## src/rtl/aes_ctrl_pkg.sv

```systemverilog
// aes_ctrl_pkg: shared types, command codes and byte-swap helper for the AES stream controller
package aes_ctrl_pkg;
  typedef enum logic [1:0] {
    KEY_EXP = 2'd0,
    ENCRYPT = 2'd1,
    DECRYPT = 2'd2
  } aes_op_t;
  localparam logic [31:0] CMD_SET_KEY = 32'h0000_0020;
  localparam logic [31:0] CMD_ENCRYPT = 32'h0000_0010;
  localparam logic [31:0] CMD_DECRYPT = 32'h0000_0008;
  typedef enum logic [2:0] {
    S_IDLE  = 3'd0,
    S_LOAD  = 3'd1,
    S_START = 3'd2,
    S_WAIT  = 3'd3,
    S_SEND  = 3'd4,
    S_DRAIN = 3'd5
  } state_t;
  function automatic logic [31:0] swap_bytes32(input logic [31:0] w);
    return {w[7:0], w[15:8], w[23:16], w[31:24]};
  endfunction
endpackage

```

## src/rtl/aes_blk_serializer.sv

```systemverilog
// aes_blk_serializer: holds one 128-bit result and emits it as 4 stream words
module aes_blk_serializer
  import aes_ctrl_pkg::*;
#(
  parameter int WORD_S     = 32,
  parameter int BLK_S      = 128,
  parameter bit SWAP_BYTES = 1'b1
) (
  input  logic              clk,
  input  logic              reset,
  input  logic              load,
  input  logic              last_in,
  input  logic [BLK_S-1:0]  blk_in,
  output logic [WORD_S-1:0] m_axis_tdata,
  output logic              m_axis_tvalid,
  output logic              m_axis_tlast,
  input  logic              m_axis_tready,
  output logic              done
);
  logic [BLK_S-1:0] blk_q, blk_d;
  logic [1:0] idx_q, idx_d;
  logic valid_q, valid_d, last_q, last_d;
  logic [WORD_S-1:0] word;
  always_comb begin
    word = blk_q[idx_q*WORD_S +: WORD_S];
    m_axis_tdata = SWAP_BYTES ? swap_bytes32(word) : word;
    m_axis_tvalid = valid_q;
    m_axis_tlast = valid_q && last_q && idx_q == 2'd3;
    done = valid_q && m_axis_tready && idx_q == 2'd3;
    blk_d = load ? blk_in : blk_q;
    last_d = load ? last_in : last_q;
    valid_d = load || (valid_q && !done);
    idx_d = load ? 2'd0 : (valid_q && m_axis_tready) ? idx_q + 2'd1 : idx_q;
  end
  always_ff @(posedge clk) begin
    if (reset) begin
      blk_q <= '0;
      idx_q <= '0;
      valid_q <= 1'b0;
      last_q <= 1'b0;
    end else begin
      blk_q <= blk_d;
      idx_q <= idx_d;
      valid_q <= valid_d;
      last_q <= last_d;
    end
  end
endmodule

```

## src/rtl/aes_stream_ctrl.sv

```systemverilog
// aes_stream_ctrl: parses a command word, packs stream words into AES blocks,
// runs the core one block at a time and streams results back out
module aes_stream_ctrl
  import aes_ctrl_pkg::*;
#(
  parameter int WORD_S     = 32,
  parameter int BLK_S      = 128,
  parameter bit SWAP_BYTES = 1'b1
) (
  input  logic              clk,
  input  logic              reset,
  input  logic [WORD_S-1:0] s_axis_tdata,
  input  logic              s_axis_tvalid,
  output logic              s_axis_tready,
  input  logic              s_axis_tlast,
  output logic [WORD_S-1:0] m_axis_tdata,
  output logic              m_axis_tvalid,
  input  logic              m_axis_tready,
  output logic              m_axis_tlast,
  output logic [1:0]        aes_op,
  output logic              aes_start,
  output logic [BLK_S-1:0]  aes_in_blk,
  input  logic [BLK_S-1:0]  aes_out_blk,
  input  logic              aes_done,
  output logic              err,
  output logic [31:0]       blk_cnt
);
  state_t state_q, state_d;
  aes_op_t op_q, op_d;
  logic [1:0] idx_q, idx_d;
  logic pkt_last_q, pkt_last_d, err_q, err_d;
  logic [BLK_S-1:0] blk_q, blk_d;
  logic [31:0] cnt_q, cnt_d;
  logic [WORD_S-1:0] word;
  logic xfer, cmd_ok, ser_load, ser_done;
  always_comb begin
    word = SWAP_BYTES ? swap_bytes32(s_axis_tdata) : s_axis_tdata;
    cmd_ok = word == CMD_SET_KEY || word == CMD_ENCRYPT || word == CMD_DECRYPT;
    s_axis_tready = state_q inside {S_IDLE, S_LOAD, S_DRAIN};
    xfer = s_axis_tvalid && s_axis_tready;
    aes_start = state_q == S_START;
    aes_op = op_q;
    aes_in_blk = blk_q;
    err = err_q;
    blk_cnt = cnt_q;
    state_d = state_q;
    op_d = op_q;
    idx_d = idx_q;
    pkt_last_d = pkt_last_q;
    blk_d = blk_q;
    cnt_d = cnt_q;
    err_d = 1'b0;
    ser_load = 1'b0;
    case (state_q)
      S_IDLE: if (xfer) begin
        op_d = word == CMD_SET_KEY ? KEY_EXP : word == CMD_ENCRYPT ? ENCRYPT : word == CMD_DECRYPT ? DECRYPT : op_q;
        err_d = !cmd_ok;
        idx_d = 2'd0;
        state_d = s_axis_tlast ? S_IDLE : cmd_ok ? S_LOAD : S_DRAIN;
      end
      S_LOAD: if (xfer) begin
        blk_d[idx_q*WORD_S +: WORD_S] = word;
        idx_d = idx_q + 2'd1;
        pkt_last_d = s_axis_tlast;
        // a packet ending mid-block is dropped without touching the core
        err_d = s_axis_tlast && idx_q != 2'd3;
        state_d = idx_q == 2'd3 ? S_START : s_axis_tlast ? S_IDLE : S_LOAD;
      end
      S_START: state_d = S_WAIT;
      S_WAIT: if (aes_done) begin
        ser_load = op_q != KEY_EXP;
        cnt_d = op_q != KEY_EXP ? cnt_q + 32'd1 : cnt_q;
        idx_d = 2'd0;
        state_d = op_q != KEY_EXP ? S_SEND : pkt_last_q ? S_IDLE : S_LOAD;
      end
      S_SEND: if (ser_done) begin
        idx_d = 2'd0;
        state_d = pkt_last_q ? S_IDLE : S_LOAD;
      end
      S_DRAIN: if (xfer && s_axis_tlast) state_d = S_IDLE;
      default: state_d = S_IDLE;
    endcase
  end
  always_ff @(posedge clk) begin
    if (reset) begin
      state_q <= S_IDLE;
      op_q <= KEY_EXP;
      idx_q <= '0;
      pkt_last_q <= 1'b0;
      blk_q <= '0;
      cnt_q <= '0;
      err_q <= 1'b0;
    end else begin
      state_q <= state_d;
      op_q <= op_d;
      idx_q <= idx_d;
      pkt_last_q <= pkt_last_d;
      blk_q <= blk_d;
      cnt_q <= cnt_d;
      err_q <= err_d;
    end
  end
  aes_blk_serializer #(
    .WORD_S(WORD_S),
    .BLK_S(BLK_S),
    .SWAP_BYTES(SWAP_BYTES)
  ) u_ser (
    .clk(clk),
    .reset(reset),
    .load(ser_load),
    .last_in(pkt_last_q),
    .blk_in(aes_out_blk),
    .m_axis_tdata(m_axis_tdata),
    .m_axis_tvalid(m_axis_tvalid),
    .m_axis_tlast(m_axis_tlast),
    .m_axis_tready(m_axis_tready),
    .done(ser_done)
  );
endmodule

```

## config.mk

```make
export PLATFORM = sky130hd
export DESIGN_NAME = aes_stream_ctrl
export DESIGN_NICKNAME = d
export VERILOG_FILES = /design/src/rtl/aes_ctrl_pkg.sv /design/src/rtl/aes_blk_serializer.sv /design/src/rtl/aes_stream_ctrl.sv
export SDC_FILE = /design/constraint.sdc
export NUM_CORES = 1
export LEC_CHECK = 0
export BUFFER_PORTS_ARGS = -buffer_cell sky130_fd_sc_hd__buf_2
export CORE_MARGIN = 3
export CORE_UTILIZATION = 56
export DETAILED_ROUTE_END_ITERATION = 7
export PLACE_DENSITY_LB_ADDON = 0.3
export REMOVE_ABC_BUFFERS = 1
export SYNTH_ARGS = -nofsm -noshare
export SYNTH_HDL_FRONTEND = slang
export SYNTH_SLANG_ARGS = --single-unit
```

## constraint.sdc

```tcl
create_clock -name clk -period 2.8 [get_ports clk]
set_input_delay 0.14 -clock clk [delete_from_list [all_inputs] [get_ports clk]]
set_output_delay 0.14 -clock clk [all_outputs]
set_load 0.05 [all_outputs]
```

==> results of run 1 <==
## stage by stage
step	setup TNS, ns	setup slack, ns	cells	utilization [%]	hold WS, ns
floorplan	-335.12	-2.508	1342	-	0.2091
global placement	0	0.5875	2012	66.72	0.3823
detailed placement	0	0.4803	2012	66.72	0.3840
CTS	0	0.2999	2233	79.56	0.07447
global route	0	0.1011	2235	79.59	0.09128
finish	0	0.2847	2235	79.59	0.07951
## power groups by stage
stage	combinational (mW)	sequential (mW)	clock, mW
detailed placement	0.545	4.44	0
finish	0.764	4.35	4.31
CTS	0.731	4.35	4.29
global placement	0.545	4.44	0
global route	0.804	4.35	4.51
floorplan	0.137	4.53	0
## cell usage in the layout (no fill, tap or decap), drive strengths merged, types with 12 or more instances in the layout
master,n
nand2,415
buf,394
dfxtp,301
a21oi,276
dlygate4sd3,165
nand3,144
clkbuf,40
mux4,32
nor2,30
o21ai,17
xor2,16
nand4,12
nor4,12
## synthesized netlist by cell type, drive strengths merged, types with 7 or more instances
library cell    n  area share [%]
nand4          12            0.72
o21ai          17            0.70
mux4           32             5.9
nand2         415              13
inv             8            0.25
xor2           16             1.2
nor3            7            0.42
nand3         144             5.9
ha              8            0.83
clkbuf         82             2.6
buf            38             1.7
nor2           30            0.93
nor4           12            0.80
a21oi         276              11
or3            11            0.59
dfxtp         301              50
## metal layers
layer	vias up	global-route usage, %	routed length, um
met4	0	19.47	2894
met1	6082	43.55	15820
met5	-	0	0
met2	1003	60.39	21020
met3	238	9.541	5083
li1	5928	-	-
## logic make-up after synthesis
logic type	count (synthesis)	share of synthesized area, %
xor+xnor	21	1.518
compound gates	310	13.16
flops	301	49.73
fa+ha+maj	8	0.8261
buf+inv	128	4.544
simple gates	660	24.11
mux	34	6.113
## sequential cells by signal, summed over array words and instances (netlist names)
register             cells
u_ser.idx_q              2
state_q                  3
u_ser.last_q             1
u_ser.m_axis_tvalid      1
err                      1
pkt_last_q               1
aes_op                   2
idx_q                    2
blk_cnt                 32
aes_in_blk             128
u_ser.blk_q            128
## final cells by class
type | count | area, sq um | share of cell area [%]
clock inverters | 17 | 200.2 | 1.189
flip-flops and latches | 301 | 6027 | 35.80
well taps | 275 | 344.1 | 2.044
inverters | 8 | 30.03 | 0.1784
repair buffers | 560 | 3790 | 22.51
multi-input cells | 1033 | 5574 | 33.11
clock buffers | 39 | 865.8 | 5.143
diodes | 2 | 5.005 | 0.02973
## path summary, 6_finish.rpt
kind,cells after the start,endpoint,slack (ns),from
max reg2reg,5,blk_cnt[20],0.47,state_q[0]
min,2,blk_cnt[5],0.08,reset
max,8,err,0.28,s_axis_tdata[21]
min reg2reg,2,aes_in_blk[11],0.45,aes_in_blk[11]
## worst reg2reg max path, cell delays in order, from the launching register on
cell and delay (ns):
dfxtp_1 0.71, nand3b_4 0.20, nor3_4 0.37, nand3_1 0.33, or3_2 0.50, a21oi_1 0.15
## repair_timing
item | CTS | global route
hold buffers | 165 | 0
endpoints found under the hold margin | 261 | 0
endpoints found under the setup margin | 0 | 0
==> impl_metrics.json, run 1 <==
{
  "asyncSetResetFlopFracSynth_pct": 0,
  "place_area_sq_um": 14110,
  "worst_setup_path_end_kind": "flip-flop",
  "syn_to_final_growth_pct": 38.95,
  "clk_path_buf_depth": 3,
  "clockRootBuffer": "clkbuf_16",
  "core_sq_um": 21150,
  "clkPwrFrac_pct": 45.7,
  "syn_area_sq_um": 12120,
  "totalWireLength_um": 44820,
  "post-route-period-util_pct": 89.83,
  "drtIter0Drc": 1371,
  "wire_per_inst_um": 20.05,
  "port_buffers": 364,
  "io_pins": 365,
  "drt-pass1-iter-count": 6,
  "cts_tree": "done",
  "route.detailed.drc": 0,
  "crit_type": "input pin to flip-flop",
  "hold_viol_final": 0,
  "finClkSkew_ns": 0.01286,
  "path_common_cell": "dlygate4sd3_1",
  "status": "completed",
  "max-vdd-ir-drop_v": 0.0004740,
  "tightest_slew_ns": 0.6301,
  "overflow": 0,
  "worstPathMaxFanout": 6,
  "grt_max_degree": 135,
  "finalWeightedCongestion": 0.8706,
  "combPwrFrac_pct": 8.1,
  "cp_top_family": "simple AND/OR/NAND/NOR gates",
  "grt_pass1_wl_um": 70390,
  "finalInstanceArea_sq_um": 16840,
  "crit_required_ns": 3.23,
  "crit_buf_inv": 3,
  "dieArea_sq_um": 23440,
  "start_util_pct": 57.28,
  "crit_chain": "dlygate4sd3_1 -> buf_2 -> nor4_1 -> nand4_1 -> nor4b_2 -> o22a_1 -> nor3_1 -> dlygate4sd3_1",
  "hpwl_um": 24540,
  "post_cts_buffers": 0,
  "netlist_instances": 1462,
  "sw_frac_of_total_pct": 23.63,
  "rsz0062_at_grt": "no",
  "power.total_mw": 9.418,
  "maxCapViolCount": 0,
  "avgSynthCellArea_sq_um": 8.288,
  "htree_levels": 1,
  "synth_cell_types": 52,
  "hold_class": "input pin to flip-flop",
  "grt_pass1_vias": 13060,
  "numCtsBuffers": 31,
  "clk_latency_ns": 0.56,
  "leakagePower_nw": 6.739,
  "final-setup-viol-count": 0,
  "ant_nets": 0,
  "die_height_um": 153.1,
  "fin_nets": 2109,
  "grt_usage_pct": 36.47,
  "ys_seq_area_share_pct": 49.73,
  "vias_per_cell": 5.929,
  "drive_gt1_share_pct": 25.54,
  "clock.fmax_mhz": 397.6,
  "p_sw_mw": 2.225,
  "cpPeakStageDelay_ns": 0.63,
  "die_x_um": 153.1,
  "powerDensity_nw_per_um2": 559.4,
  "via_count": 13250,
  "synth-seq-cells": 301,
  "synthFlopType": "dfxtp_1",
  "fill_cells": 1243,
  "min_period_ns": 2.515,
  "slew_headroom_pct": 57.88,
  "yosys_warnings": 0,
  "crit_path_start_kind": "input pin",
  "path_clk_slew_ns": 0.06,
  "rows": 53,
  "clock-sinks": 301,
  "intPower_mw": 7.193,
  "critPathSlowestCell": "nor4b_2",
  "synth-edff-count": 0,
  "antenna_found_initial": 2,
  "critical_path_arrival_ns": 2.95,
  "cts_resized": 0,
  "slew_violations": 0,
  "power.share.sequential_pct": 46.2
}
(Power assumes the default switching activity.)
==> inputs of run 2 (changes only) <==
- ABC_AREA: default -> 1
==> impl_metrics.json, run 2 <==
{
  "path_clk_slew_ns": 0.06,
  "drtIter0Drc": 1763,
  "hold_start": "reset",
  "avgSynthCellArea_sq_um": 7.159,
  "timing.hold.ws_ns": 0.03406,
  "maxCapViolCount": 0,
  "post_cts_buffers": 0,
  "leakagePower_nw": 7.424,
  "via_count": 15110,
  "slew_violations": 0,
  "holdPathEnd": "blk_cnt[20]",
  "core_sq_um": 21960,
  "tns_ns": 0,
  "fin_nets": 2401,
  "clk_latency_ns": 0.56,
  "dieArea_sq_um": 24360,
  "grt_pass1_vias": 14790,
  "drt-pass1-iter-count": 6,
  "yosysTopAreaCellShare_pct": 47.77,
  "crit_chain": "clkinv_1 -> buf_4 -> o21ai_0 -> o22ai_1 -> buf_2",
  "synthFlopType": "dfxtp_1",
  "synth_area_leaders": "dfxtp_1, nor2_1, o21ai_0",
  "clkPwrFrac_pct": 44.1,
  "die_x_um": 156.1,
  "crit_type": "flip-flop to output pin",
  "cts_tree": "done",
  "final-setup-viol-count": 0,
  "cp_top_family": "buffers and inverters",
  "syn_to_final_growth_pct": 37.30,
  "slew_headroom_pct": 21.50,
  "worst_setup_path_end_kind": "output pin",
  "final_cell_mix": "nor2_1, buf_2, dfxtp_1",
  "antenna_found_initial": 2,
  "clock-sinks": 301,
  "whs_path_depth": 2,
  "synth-seq-cells": 301,
  "r2r_end": "aes_in_blk[27]",
  "ys_seq_area_share_pct": 47.77,
  "crit_path_start_kind": "flip-flop",
  "htree_levels": 1,
  "crit_required_ns": 2.66,
  "crit_buf_inv": 3,
  "wire_per_inst_um": 19.16,
  "combPwrFrac_pct": 12.9,
  "rr_worst_depth": 7,
  "status": "completed",
  "cpPeakStageDelay_ns": 0.54,
  "yosys_warnings": 0,
  "asyncSetResetFlopFracSynth_pct": 0,
  "rows": 54,
  "path_depth": 5,
  "sw_frac_of_total_pct": 26.19,
  "p_sw_mw": 2.664,
  "critPathSlowestCell": "buf_4",
  "numCtsBuffers": 30,
  "netlist_instances": 1762,
  "ant_nets": 0,
  "grt_pass1_wl_um": 75920,
  "yosys.area.top_type": "dfxtp_1",
  "worstPathMaxFanout": 64,
  "io_pins": 365,
  "drive_gt1_share_pct": 20.48,
  "critical_path_arrival_ns": 2.45,
  "clk_path_buf_depth": 3,
  "clock.fmax_mhz": 386.7,
  "final_common_cell": "nor2_1",
  "vias_per_cell": 5.961,
  "overflow": 0,
  "intPower_mw": 7.509,
  "grt_usage_pct": 37.82,
  "synth_common_cells": "nor2_1, dfxtp_1, o21ai_0",
  "r2r_start": "idx_q[0]",
  "hold_viol_final": 0,
  "totalWireLength_um": 48550,
  "synth_cell_types": 32,
  "clockRootBuffer": "clkbuf_16",
  "min_period_ns": 2.586,
  "grt_max_degree": 108,
  "post-route-period-util_pct": 92.36,
  "rsz0062_at_grt": "no",
  "synth-edff-count": 0,
  "yosysMostFrequentCell": "nor2_1",
  "hpwl_um": 27900,
  "tightest_slew_ns": 1.176,
  "start_util_pct": 57.45,
  "finalWeightedCongestion": 0.9243,
  "syn_area_sq_um": 12610,
  "max-vdd-ir-drop_v": 0.0005216,
  "finClkSkew_ns": 0.02577,
  "port_buffers": 364,
  "route.detailed.drc": 0,
  "powerDensity_nw_per_um2": 587.4,
  "power.share.sequential_pct": 43.0,
  "die_height_um": 156.1,
  "r2r_setup_slack_ns": 0.23,
  "hold_class": "input pin to flip-flop"
}
-- run 2: cell types whose count changed after synthesis, moves of 59 or more --
cell     delta
inv_1      +71
o21ai_0   +223
nor2_1    +398
a21oi_1   -133
nand2_1   -217
nand4_1    +59
nand3_1    -71
-- run 2: through the flow --
stage / std cells / instance area, sq um / util (%) / setup WS, ns / power (mW)
3_5_place_dp: 2312 / 14560 / 66.32 / 0.3637 / 5.528
3_3_place_gp: 2312 / 14560 / 66.32 / 0.5003 / 5.513
4_1_cts: 2531 / 17310 / 78.84 / 0.3638 / 10.13
2_1_floorplan: 1635 / 12090 / - / -1.724 / 5.041
6_report: 2534 / 17320 / 78.88 / 0.2139 / 10.17
5_1_grt: 2533 / 17320 / 78.87 / 0.05271 / 10.43
-- run 2: cell type report --
class | count | area [sq um]
antenna | 3 | 7.507
clock buffer | 40 | 879.6
clock inverter | 16 | 239.0
fill | 1433 | 4638
inverter | 81 | 306.5
multi-input combinational | 1253 | 5782
sequential | 301 | 6027
tap | 280 | 350.3
timing repair buffer | 560 | 3729
-- run 2: worst max-delay path by stage --
stage                     slack, ns      startpoint         endpoint
final                          0.21  u_ser.idx_q[0]  m_axis_tdata[4]
after global routing           0.05        idx_q[0]    aes_in_blk[1]
after floorplan               -1.72       aes_op[1]      blk_cnt[25]
after global placement         0.50        idx_q[0]   aes_in_blk[21]
after CTS                      0.36        idx_q[0]   aes_in_blk[12]
after detailed placement       0.36        idx_q[0]   aes_in_blk[23]
-- run 2: metal layers --
metal	global-route usage (%)	vias up	share of wire, %
met5	0	-	0
li1	-	6823	-
met4	20.10	0	5.8
met1	43.67	6937	36
met3	11.43	237	12
met2	63.20	1109	46
-- run 2: timing repair --
action | 4_1_cts | 5_1_grt
gates resized for setup | 0 | 0
hold buffers | 163 | 0
hold endpoints to repair | 255 | 0
-- run 2: power groups by stage --
stage / Combinational (mW) / Sequential, mW / Clock [mW]
6_report: 1.31 / 4.37 / 4.49
5_1_grt: 1.38 / 4.38 / 4.68
4_1_cts: 1.25 / 4.37 / 4.51
3_5_place_dp: 1.06 / 4.47 / 0
3_3_place_gp: 1.05 / 4.46 / 0
2_1_floorplan: 0.449 / 4.59 / 0
-- run 2: cell families (layout without fill, tap and decap cells) --
kind of cell	Yosys count	count (layout)	synth area share [%]
AOI/OAI and AO/OA	439	439	18.12
xor gates and xnor gates	3	3	0.2083
adders and majority gates	8	8	0.7935
buffers and inverters	208	697	6.536
DFF	301	301	47.77
other	0	3	0
and+or+nand+nor	803	803	26.57
